`src/rtl/ramp_pkg.sv`:
```
// ---------------------------------------------------------------------------
// ramp_pkg -- shared definitions for the phase-shifted carrier bank.
//   PRD_DEF      : default carrier peak value
//   dir_t        : carrier count direction (DIR_UP / DIR_DN)
//   ld_state_t   : period/phase update handshake state
//   phase_map_t  : result of mapping a phase angle onto count + direction
//   map_phase()  : converts a phase angle (0..2*prd-1) into count/direction
// ---------------------------------------------------------------------------
package ramp_pkg;

  localparam int PRD_DEF = 450;

  typedef enum logic {
    DIR_UP = 1'b0,
    DIR_DN = 1'b1
  } dir_t;

  typedef enum logic {
    LD_IDLE = 1'b0,
    LD_PEND = 1'b1
  } ld_state_t;

  typedef struct packed {
    dir_t        dir;
    logic [31:0] cnt;
  } phase_map_t;

  // A triangle carrier of peak prd spends prd cycles rising and prd falling,
  // so an angle in the first half is a rising count and an angle in the
  // second half is the mirrored falling count. Angles one full period too
  // large are folded back once.
  function automatic phase_map_t map_phase(input logic [31:0] angle,
                                           input logic [31:0] prd);
    phase_map_t  m;
    logic [31:0] span;
    logic [31:0] a;
    span = prd << 1;
    a    = angle;
    if (a >= span) begin
      a = a - span;
    end
    if (a < prd) begin
      m.cnt = a;
      m.dir = DIR_UP;
    end else begin
      m.cnt = span - a;
      m.dir = DIR_DN;
    end
    return m;
  endfunction

endpackage

```
`src/rtl/ramp_bank_if.sv`:
```
// ---------------------------------------------------------------------------
// ramp_bank_if -- control/data bundle of the carrier bank.
//   run, ld, prd_in, phase_in            : controller -> bank
//   ld_busy, ld_err, ramp_out,
//   sync_pk, sync_vl                     : bank -> controller
// Modports: master (controller side), slave (bank side).
// ---------------------------------------------------------------------------
interface ramp_bank_if #(
  parameter int N_CH = 9,
  parameter int W    = 11
);
  logic                  run;
  logic                  ld;
  logic [W-1:0]          prd_in;
  logic [N_CH*(W+1)-1:0] phase_in;
  logic                  ld_busy;
  logic                  ld_err;
  logic [N_CH*W-1:0]     ramp_out;
  logic                  sync_pk;
  logic                  sync_vl;

  modport master (
    output run, ld, prd_in, phase_in,
    input  ld_busy, ld_err, ramp_out, sync_pk, sync_vl
  );

  modport slave (
    input  run, ld, prd_in, phase_in,
    output ld_busy, ld_err, ramp_out, sync_pk, sync_vl
  );
endinterface

```
`src/rtl/ramp_cell.sv`:
```
// ---------------------------------------------------------------------------
// ramp_cell -- one symmetric up/down carrier counter (0..prd..0).
//   clk, rst (async, active-low)
//   run     : advance one step per cycle when high, hold otherwise
//   ld_en   : load ld_cnt/ld_dir (takes priority over counting)
//   prd     : current peak value
//   cnt/dir : registered count and direction
// RST_CNT/RST_DIR give the reset phase of this particular channel.
// ---------------------------------------------------------------------------
module ramp_cell
  import ramp_pkg::*;
#(
  parameter int         W       = 11,
  parameter logic [W-1:0] RST_CNT = '0,
  parameter dir_t       RST_DIR = DIR_UP
) (
  input  logic         clk,
  input  logic         rst,
  input  logic         run,
  input  logic         ld_en,
  input  logic [W-1:0] ld_cnt,
  input  dir_t         ld_dir,
  input  logic [W-1:0] prd,
  output logic [W-1:0] cnt,
  output dir_t         dir
);

  logic [W-1:0] cnt_reg, cnt_next;
  dir_t         dir_reg, dir_next;

  always_comb begin
    cnt_next = cnt_reg;
    dir_next = dir_reg;
    if (ld_en) begin
      cnt_next = ld_cnt;
      dir_next = ld_dir;
    end else if (run) begin
      if (dir_reg == DIR_UP) begin
        cnt_next = cnt_reg + 1'b1;
        // Turn around on the same cycle the peak is reached; >= keeps the
        // counter bounded even if it was ever left above the peak.
        if (cnt_next >= prd) begin
          dir_next = DIR_DN;
        end
      end else begin
        cnt_next = cnt_reg - 1'b1;
        if (cnt_next == '0) begin
          dir_next = DIR_UP;
        end
      end
    end
  end

  always_ff @(posedge clk or negedge rst) begin
    if (!rst) begin
      cnt_reg <= RST_CNT;
      dir_reg <= RST_DIR;
    end else begin
      cnt_reg <= cnt_next;
      dir_reg <= dir_next;
    end
  end

  assign cnt = cnt_reg;
  assign dir = dir_reg;

endmodule

```
`src/rtl/ramp_bank.sv`:
```
// ---------------------------------------------------------------------------
// ramp_bank -- bank of N_CH phase-shifted triangle carriers sharing one peak.
//   clk          : reference clock
//   rst          : asynchronous active-low reset
//   bus (slave)  : run/ld/prd_in/phase_in in; ld_busy/ld_err/ramp_out/
//                  sync_pk/sync_vl out
// A period/phase update is captured into shadow registers on ld and applied
// to every channel at once when channel 0 sits at its valley rising (or at
// once while stopped), so all carriers change together without glitches.
// Optional build macro: RAMP_SYNC_OUT_EN builds the registered sync_pk/sync_vl
// pulses; without it the sync ports are tied low.
// ---------------------------------------------------------------------------
module ramp_bank #(
  parameter int N_CH    = 9,
  parameter int W       = 11,
  parameter int PRD_DEF = 450
) (
  input logic       clk,
  input logic       rst,
  ramp_bank_if.slave bus
);
  import ramp_pkg::*;

  localparam int PW = W + 1;

  ld_state_t             state_reg, state_next;
  logic                  ld_err_reg, ld_err_next;
  logic [W-1:0]          prd_reg;
  logic [W-1:0]          shd_prd_reg;
  logic [N_CH*PW-1:0]    shd_phase_reg;
  logic                  capture;
  logic                  apply;
  logic                  prd_ok;
  logic [W-1:0]          cnt_arr [N_CH];
  logic [N_CH-1:0]       dir_vec;
  dir_t                  dir0;
  logic [N_CH*W-1:0]     ramp_flat;
  logic [N_CH-1:0]       cnt_hi_vec;
  logic                  map_hi_unused;

  assign prd_ok = (bus.prd_in >= W'(2));
  assign dir0   = dir_t'(dir_vec[0]);

  // Update handshake: IDLE accepts a valid ld, PEND waits for the apply point.
  always_comb begin
    state_next  = state_reg;
    ld_err_next = ld_err_reg;
    capture     = 1'b0;
    apply       = 1'b0;
    case (state_reg)
      LD_IDLE: begin
        if (bus.ld) begin
          if (prd_ok) begin
            capture     = 1'b1;
            ld_err_next = 1'b0;
            state_next  = LD_PEND;
          end else begin
            ld_err_next = 1'b1;
          end
        end
      end
      LD_PEND: begin
        if (bus.ld) begin
          ld_err_next = 1'b1;
        end
        if (!bus.run || (cnt_arr[0] == '0 && dir0 == DIR_UP)) begin
          apply      = 1'b1;
          state_next = LD_IDLE;
        end
      end
      default: state_next = LD_IDLE;
    endcase
  end

  always_ff @(posedge clk or negedge rst) begin
    if (!rst) begin
      state_reg     <= LD_IDLE;
      ld_err_reg    <= 1'b0;
      prd_reg       <= W'(PRD_DEF);
      shd_prd_reg   <= W'(PRD_DEF);
      shd_phase_reg <= '0;
    end else begin
      state_reg  <= state_next;
      ld_err_reg <= ld_err_next;
      if (capture) begin
        shd_prd_reg   <= bus.prd_in;
        shd_phase_reg <= bus.phase_in;
      end
      if (apply) begin
        prd_reg <= shd_prd_reg;
      end
    end
  end

  genvar gi;
  generate
    for (gi = 0; gi < N_CH; gi++) begin : g_ch
      // Reset phase: channels spread evenly over one full carrier period.
      localparam logic [31:0] RST_ANGLE = 32'((gi * 2 * PRD_DEF) / N_CH);
      localparam phase_map_t  RST_MAP   = map_phase(RST_ANGLE, 32'(PRD_DEF));

      phase_map_t ld_map;
      logic       cell_dir;
      dir_t       cell_dir_t;

      assign ld_map = map_phase(32'(shd_phase_reg[gi*PW +: PW]), 32'(shd_prd_reg));

      ramp_cell #(
        .W       (W),
        .RST_CNT (W'(RST_MAP.cnt)),
        .RST_DIR (RST_MAP.dir)
      ) u_cell (
        .clk    (clk),
        .rst    (rst),
        .run    (bus.run),
        .ld_en  (apply),
        .ld_cnt (W'(ld_map.cnt)),
        .ld_dir (ld_map.dir),
        .prd    (prd_reg),
        .cnt    (cnt_arr[gi]),
        .dir    (cell_dir_t)
      );

      assign cell_dir              = cell_dir_t;
      assign dir_vec[gi]           = cell_dir;
      assign ramp_flat[gi*W +: W]  = cnt_arr[gi];
      // Mapped counts never exceed the W-bit peak; the upper bits are zero.
      assign cnt_hi_vec[gi]        = |ld_map.cnt[31:W];
    end
  endgenerate

  // Only channel 0's direction steers the apply point; the others and the
  // always-zero high bits of the mapping result are intentionally dropped.
  assign map_hi_unused = ^{cnt_hi_vec, dir_vec};

  assign bus.ramp_out = ramp_flat;
  assign bus.ld_busy  = (state_reg == LD_PEND);
  assign bus.ld_err   = ld_err_reg;

`ifdef RAMP_SYNC_OUT_EN
  logic sync_pk_reg;
  logic sync_vl_reg;

  always_ff @(posedge clk or negedge rst) begin
    if (!rst) begin
      sync_pk_reg <= 1'b0;
      sync_vl_reg <= 1'b0;
    end else begin
      sync_pk_reg <= bus.run && (cnt_arr[0] == prd_reg);
      sync_vl_reg <= bus.run && (cnt_arr[0] == '0);
    end
  end

  assign bus.sync_pk = sync_pk_reg;
  assign bus.sync_vl = sync_vl_reg;
`else
  assign bus.sync_pk = 1'b0;
  assign bus.sync_vl = 1'b0;
`endif

endmodule

```
`src/flat_wrapper.sv`:
```
// flat-port wrapper written by rule: the top's interface ports become plain ports
module ramp_bank_flat import ramp_pkg::*;
#(
  parameter int N_CH    = 9,
  parameter int W       = 11,
  parameter int PRD_DEF = 450
)
  (clk, rst, bus_run, bus_ld, bus_prd_in, bus_phase_in, bus_ld_busy, bus_ld_err, bus_ramp_out, bus_sync_pk, bus_sync_vl);
  ramp_bank_if #(.N_CH(N_CH), .W(W)) bus_i ();
  input logic clk;
  input logic rst;
  input wire logic [$bits(bus_i.run)-1:0] bus_run;
  input wire logic [$bits(bus_i.ld)-1:0] bus_ld;
  input wire logic [$bits(bus_i.prd_in)-1:0] bus_prd_in;
  input wire logic [$bits(bus_i.phase_in)-1:0] bus_phase_in;
  output wire logic [$bits(bus_i.ld_busy)-1:0] bus_ld_busy;
  output wire logic [$bits(bus_i.ld_err)-1:0] bus_ld_err;
  output wire logic [$bits(bus_i.ramp_out)-1:0] bus_ramp_out;
  output wire logic [$bits(bus_i.sync_pk)-1:0] bus_sync_pk;
  output wire logic [$bits(bus_i.sync_vl)-1:0] bus_sync_vl;
  assign bus_i.run = bus_run;
  assign bus_i.ld = bus_ld;
  assign bus_i.prd_in = bus_prd_in;
  assign bus_i.phase_in = bus_phase_in;
  assign bus_ld_busy = bus_i.ld_busy;
  assign bus_ld_err = bus_i.ld_err;
  assign bus_ramp_out = bus_i.ramp_out;
  assign bus_sync_pk = bus_i.sync_pk;
  assign bus_sync_vl = bus_i.sync_vl;
  ramp_bank #(.N_CH(N_CH), .W(W), .PRD_DEF(PRD_DEF)) u_core (.clk(clk), .rst(rst), .bus(bus_i));
endmodule
```
`config.mk`:
```
export PLATFORM = sky130hd
export DESIGN_NAME = ramp_bank_flat
export DESIGN_NICKNAME = d
export VERILOG_FILES = /design/src/rtl/ramp_pkg.sv /design/src/rtl/ramp_bank_if.sv /design/src/rtl/ramp_cell.sv /design/src/rtl/ramp_bank.sv /design/src/flat_wrapper.sv
export SDC_FILE = /design/constraint.sdc
export NUM_CORES = 1
export LEC_CHECK = 0
export BUFFER_PORTS_ARGS = -buffer_cell sky130_fd_sc_hd__buf_2
export CORE_UTILIZATION = 55
export DETAILED_ROUTE_END_ITERATION = 10
export HOLD_SLACK_MARGIN = 0.1
export PLACE_DENSITY = 0.8
export SETUP_SLACK_MARGIN = 0.5
export SLEW_MARGIN = 10
export SYNTH_ARGS = -nofsm -noshare
export SYNTH_HDL_FRONTEND = slang
export SYNTH_HIERARCHICAL = 1
export SYNTH_SLANG_ARGS = --single-unit
export TNS_END_PERCENT = 10
```
`constraint.sdc`:
```
create_clock -name clk -period 12.09 [get_ports clk]
set_clock_uncertainty 0.2 [all_clocks]
set_input_delay 3.627 -clock clk [delete_from_list [all_inputs] [get_ports clk]]
set_output_delay 3.627 -clock clk [all_outputs]
set_load 0.01 [all_outputs]
```
## Yosys cells after proc, flatten, opt, wreduce, memory -nomap -nowiden

Index checks and enable logic that the tools add are counted.

| storage, ports and cells | value |
|---|---|
| logic and storage cells | 207 |
| input port bits | 123 |
| memories kept | 0 |
| memory bits (read-only) | 0 |
| bits in writable memories | 0 |
| output and inout port bits | 103 |
| bits in registers | 240 |
| latch bits | 0 |

| cells by class | value |
|---|---|
| equal/unequal tests | 2 |
| bitwise gates (word level) | 2 |
| multipliers | 0 |
| div/mod/pow operators | 0 |
| reduce and logical (&&, ||, !) cells | 15 |
| add/subtract/negate cells | 36 |
| muxes and demuxes | 101 |
| order comparisons | 28 |
| shifts and indexed selects | 0 |

Operators with widths:

| operator | count |
|---|---|
| two-way mux 11 bit | 27 |
| two-way mux 33 bit | 9 |
| < comparator 32 x 11 -> 1 bit | 9 |
| two-way mux 32 bit | 9 |
| subtractor 12 x 32 -> 32 bit | 9 |
| subtractor 12 x 12 -> 13 bit | 9 |
| logical NOT 11 bit | 10 |
| >= comparator 12 bit | 9 |
| adder 11 x 1 -> 11 bit, second input constant | 9 |
| >= comparator 11 bit | 9 |
| subtractor 11 x 1 -> 11 bit, second input constant | 9 |
| two-way mux 1 bit | 54 |
| >= comparator 11 x 2 -> 1 bit, second input constant | 1 |
| != test 2 bit, second input constant | 2 |
| case mux 1 bit (2 select lines) | 2 |
| inverter 1 bit | 2 |
| AND reduction 2 bit | 1 |
| nonzero test 2 bit | 1 |
| logical AND 1 bit | 1 |
| logical NOT 1 bit | 1 |
| logical OR 1 bit | 1 |

## Logic depth before layout (Yosys ltp)

| depth | value |
|---|---|
| word-level depth | 6 |
| mapped depth | 26 |
| depth with buffers taken out | 25 |

## Modules after synthesis

Netlist, hierarchy kept.

Modules (own cells, without submodules):

| module | area an instance (um2) | times used | seq. area each (um2) | cells each |
|---|---|---|---|---|
| ramp_bank | 17087.6 | 1 | 3313.2 | 2080 |
| ramp_cell (u_core.g_ch[3].u_cell ...) | 1443.9 | 3 | 305.3 | 180 |
| ramp_cell (u_core.g_ch[1].u_cell ...) | 1442.6 | 3 | 304.0 | 180 |
| ramp_cell (u_core.g_ch[6].u_cell) | 1445.1 | 1 | 306.5 | 180 |
| ramp_cell (u_core.g_ch[0].u_cell) | 1438.9 | 1 | 300.3 | 180 |
| ramp_cell (u_core.g_ch[8].u_cell) | 1358.8 | 1 | 305.3 | 176 |

## Worst setup path after synthesis

Ideal clock, no wire load.

| path | value |
|---|---|
| kind | register to register |
| start point | reg u_core.shd_prd_reg[1] |
| end point | reg u_core.g_ch[8].u_cell.cnt_reg[4] |
| slack | 5.658 ns |
| stages on the path, launching flop included | 22 |
| library setup time | 0.125 ns |
| clock period less this slack | 6.432 ns |
| required time | 11.765 ns |
| arrival time | 6.108 ns |
| path buffers | 3 |
| cells stage by stage | dfstp_2 > inv_1 > clkbuf_1 > buf_1 > ha_1 > nor2b_1 > a41o_1 > o41ai_4 > mux2_2 > inv_1 > ha_1 > a21o_1 > a21o_1 > a21o_1 > a21oi_1 > nor2b_1 > o21ai_0 > a21oi_1 > a2111oi_0 > clkbuf_1 > o21ai_0 > mux2_2 |

RTL lines:

| item | RTL line | text |
|---|---|---|
| from (decl) | ramp_bank.sv:29 | `logic [W-1:0] shd_prd_reg;` |
| from (signal assigned) | ramp_bank.sv:80 | `shd_prd_reg <= W'(PRD_DEF);` |
| from (signal assigned) | ramp_bank.sv:86 | `shd_prd_reg <= bus.prd_in;` |
| to (signal assigned) | ramp_cell.sv:59 | `cnt_reg <= cnt_next;` |
| to (decl) | ramp_cell.sv:28 | `logic [W-1:0] cnt_reg, cnt_next;` |

==> flow_summary.json <==
{
  "overflow": 0,
  "antenna_found_initial": 1,
  "fmax_ghz": 0.149,
  "rrSetupSlack_ns": 5.36,
  "initial_core_util": 0.557,
  "holdPathEnd": "u_core/bus.ld_err$_DFFE_PN0P_",
  "die_y_um": 236,
  "clock_sinks": 240,
  "worstMarginPinSlew_ns": 1.16,
  "fillers": 4855,
  "grt_util_all_layers": 0.307,
  "synth-seq-cells": 240,
  "cts_buffer_depth": 3,
  "num_io_pins": 226,
  "timing.rr.start": "u_core/shd_prd_reg[9]$_DFFE_PN0P_",
  "grt_max_degree": 145,
  "post-cts-setup-buffers": 0,
  "worstPathCellList": "inv_2 -> buf_4 -> ha_1 -> and3_1 -> a221oi_1 -> nand2_1 -> o21ai_0 -> ha_1 -> a21oi_1 -> nor2b_1 -> o21ai_0 -> a21oi_1 -> o211ai_1 -> nand2_1 -> a221oi_1 -> a21boi_1 -> mux2_2 -> nand2_1 -> o21ai_0",
  "dieArea_mm2": 0.0555,
  "ant_nets": 0,
  "cpPeakStageDelay_ns": 0.94,
  "cp.required_ns": 12.33,
  "nNetsFinal": 4335,
  "power_density_mw_per_mm2": 315,
  "cts_made_buffers": 29,
  "synth_cell_type_count": 99,
  "cts-root-buf": "clkbuf_16",
  "ctsHtreeMaxLevel": 1,
  "grt_pass1_wl_um": 138000,
  "drcViolationCount": 0,
  "startpoint_type": "flip-flop",
  "final_cell_mix": "ha_1 (387), nand2_1 (312), inv_1 (309), o21ai_0 (286), nor2_1 (229)",
  "avgViaCountPerCell": 6.17,
  "rows": 85,
  "leakage_nw": 14.6,
  "crit_slowest_cell": "a21boi_1",
  "final_max_slew_viol_count": 0,
  "hp-start": "u_core/bus.ld_err$_DFFE_PN0P_",
  "worstPathArrival_ns": 6.97,
  "setup_ws_ns": 5.36,
  "synth.area.top_cells": "dfrtp_1 (17%), ha_1 (16%), xnor2_1 (6.3%)",
  "synth_ff_type": "dfrtp_1",
  "wire_per_inst_um": 19.3,
  "cts_tree": "yes",
  "port-buffer-count": 223,
  "cp_max_fo": 17,
  "syn_to_final_growth_pct": 8.09,
  "syn_area_mm2": 0.0300,
  "hold_viol": 0,
  "antenna-diode-count": 0,
  "rr_endpoint": "u_core/g_ch[4].u_cell/cnt[1]$_DFFE_PN0P_",
  "vdd_drop_max_v": 0.000185,
  "ys.warnings.count": 6,
  "wirelength_um": 87500,
  "core_area_mm2": 0.0538,
  "fin_crit_ns": 6.73,
  "clock_latency_ns": 0.61,
  "synthCells": 3696,
  "grt_pass1_vias": 26100,
  "drv_cap": 0,
  "min_path_cells": 2,
  "drtIter0Drc": 2291,
  "drive_gt1_frac": 0.145,
  "dp_hpwl_um": 62400,
  "place_congestion": 0.960,
  "place_ws_ns": 4.84,
  "setup_viol": 0,
  "cts_resized": 0,
  "ys_seq_area_frac": 0.202,
  "synth_edf_count": 0,
  "async_flop_share": 1.00,
  "period_share": 0.557,
  "criticalPathCategory": "reg2reg",
  "ff2ff_path_depth": 19,
  "slew_headroom": 0.226,
  "avgSynthCellArea_um2": 8.11,
  "critPathCaptureType": "flip-flop",
  "largest_reg_flops": 108,
  "synth_top_area_share": 0.169,
  "layout_commonest_cell": "ha_1",
  "vias": 28000,
  "outcome": "finished clean",
  "cts_hold_repair.buffers": 0,
  "fp.dieW_um": 236,
  "yosysTopAreaCell": "dfrtp_1",
  "path_clk_slew_ns": 0.06,
  "rsz0062_at_grt": "false",
  "hp-class": "reg2reg",
  "dr.pass1.iters": 6,
  "tns_ns": 0
}
## cell type report
cell class	instances	area, µm²	area share
clock buffer	38	790	0.0244
timing repair buffer	251	1350	0.0417
inverter	321	1210	0.0373
clock inverter	16	191	0.00591
sequential	240	6050	0.187
multi-input combinational	2973	21900	0.677
tap	696	871	0.0269
## worst max-delay path by stage
| stage | to | cells past startpoint | startpoint | slack (ns) |
|---|---|---|---|---|
| 5_1_grt | u_core/g_ch[0].u_cell/dir$_DFFE_PN0P_ | 11 | bus_run | 4.94 |
| 4_1_cts | u_core/g_ch[0].u_cell/dir$_DFFE_PN0P_ | 11 | bus_run | 5.47 |
| 3_5_place_dp | u_core/g_ch[0].u_cell/dir$_DFFE_PN0P_ | 11 | bus_run | 4.84 |
| 2_1_floorplan | u_core/g_ch[8].u_cell/cnt[4]$_DFFE_PN0P_ | 21 | u_core/shd_prd_reg[1]$_DFFE_PN1P_ | 5.66 |
| 3_3_place_gp | u_core/g_ch[0].u_cell/dir$_DFFE_PN0P_ | 11 | bus_run | 4.94 |
| 6_report | u_core/g_ch[4].u_cell/cnt[1]$_DFFE_PN0P_ | 19 | u_core/shd_prd_reg[9]$_DFFE_PN0P_ | 5.36 |
## kinds of logic after synthesis
family,count (synthesis),synth area share
compound gates,965,0.208
flops,240,0.202
buf+inv,484,0.0672
other cells,1,0.000125
fa+ha+maj,403,0.170
simple gates,1056,0.180
mux,185,0.0674
xor+xnor,362,0.106
## report_power, final
| group | internal (mW) | switching, mW | total [mW] |
|---|---|---|---|
| registers | 1.14 | 0.832 | 1.97 |
| logic | 3.22 | 4.09 | 7.32 |
| clock network | 0.528 | 0.395 | 0.923 |
## per-layer routing
metal | vias to the layer above | part of all wire | global-route usage
met1 | 13200 | 0.42 | 0.398
li1 | 13500 | - | -
met5 | - | 0 | 0
met3 | 227 | 0.083 | 0.0555
met2 | 1101 | 0.45 | 0.498
met4 | 0 | 0.047 | 0.141
## cell usage after synthesis, types with 16 or more instances
master / n
a211o_1: 16
a211oi_1: 18
a21boi_0: 22
a21o_1: 86
a21oi_1: 214
a22oi_1: 16
a31oi_1: 25
and3_1: 17
and4_1: 16
buf_2: 44
buf_6: 18
clkbuf_1: 87
dfrtp_1: 202
dfstp_2: 38
ha_1: 387
inv_1: 311
mux2_2: 135
mux2i_1: 50
nand2_1: 312
nand2b_1: 42
nand3_1: 85
nand3b_1: 34
nand4_1: 18
nor2_1: 229
nor2b_1: 41
nor3_1: 106
nor4_1: 43
nor4b_1: 17
o211ai_1: 28
o21a_1: 20
o21ai_0: 286
o21ai_1: 53
o31ai_1: 21
or3_1: 32
xnor2_1: 215
xor2_1: 147
## through the flow
stage                     utilization  power [mW]  area, µm²  cells  hold WS, ns
final                           0.602        10.2      32400   4535        0.318
after global routing            0.602        11.2      32400   4535        0.322
after CTS                       0.602        10.1      32400   4535        0.319
after detailed placement        0.584        9.13      31400   4481        0.303
after global placement          0.584        8.95      31400   4481        0.273
after floorplan                     -        7.46      30000   3697        0.266
## critical path, delay by kind of cell, from the launching register on
kind	cells	cell delay (ns)
adder cells (fa/ha/maj)	2	0.72
multiplexers	1	0.43
buffers and inverters	2	0.76
AND/OR/NAND/NOR	5	0.88
AO/OA/AOI/OAI	9	2.71
flip-flops	1	0.84
Power figures use the tool's default switching activity.
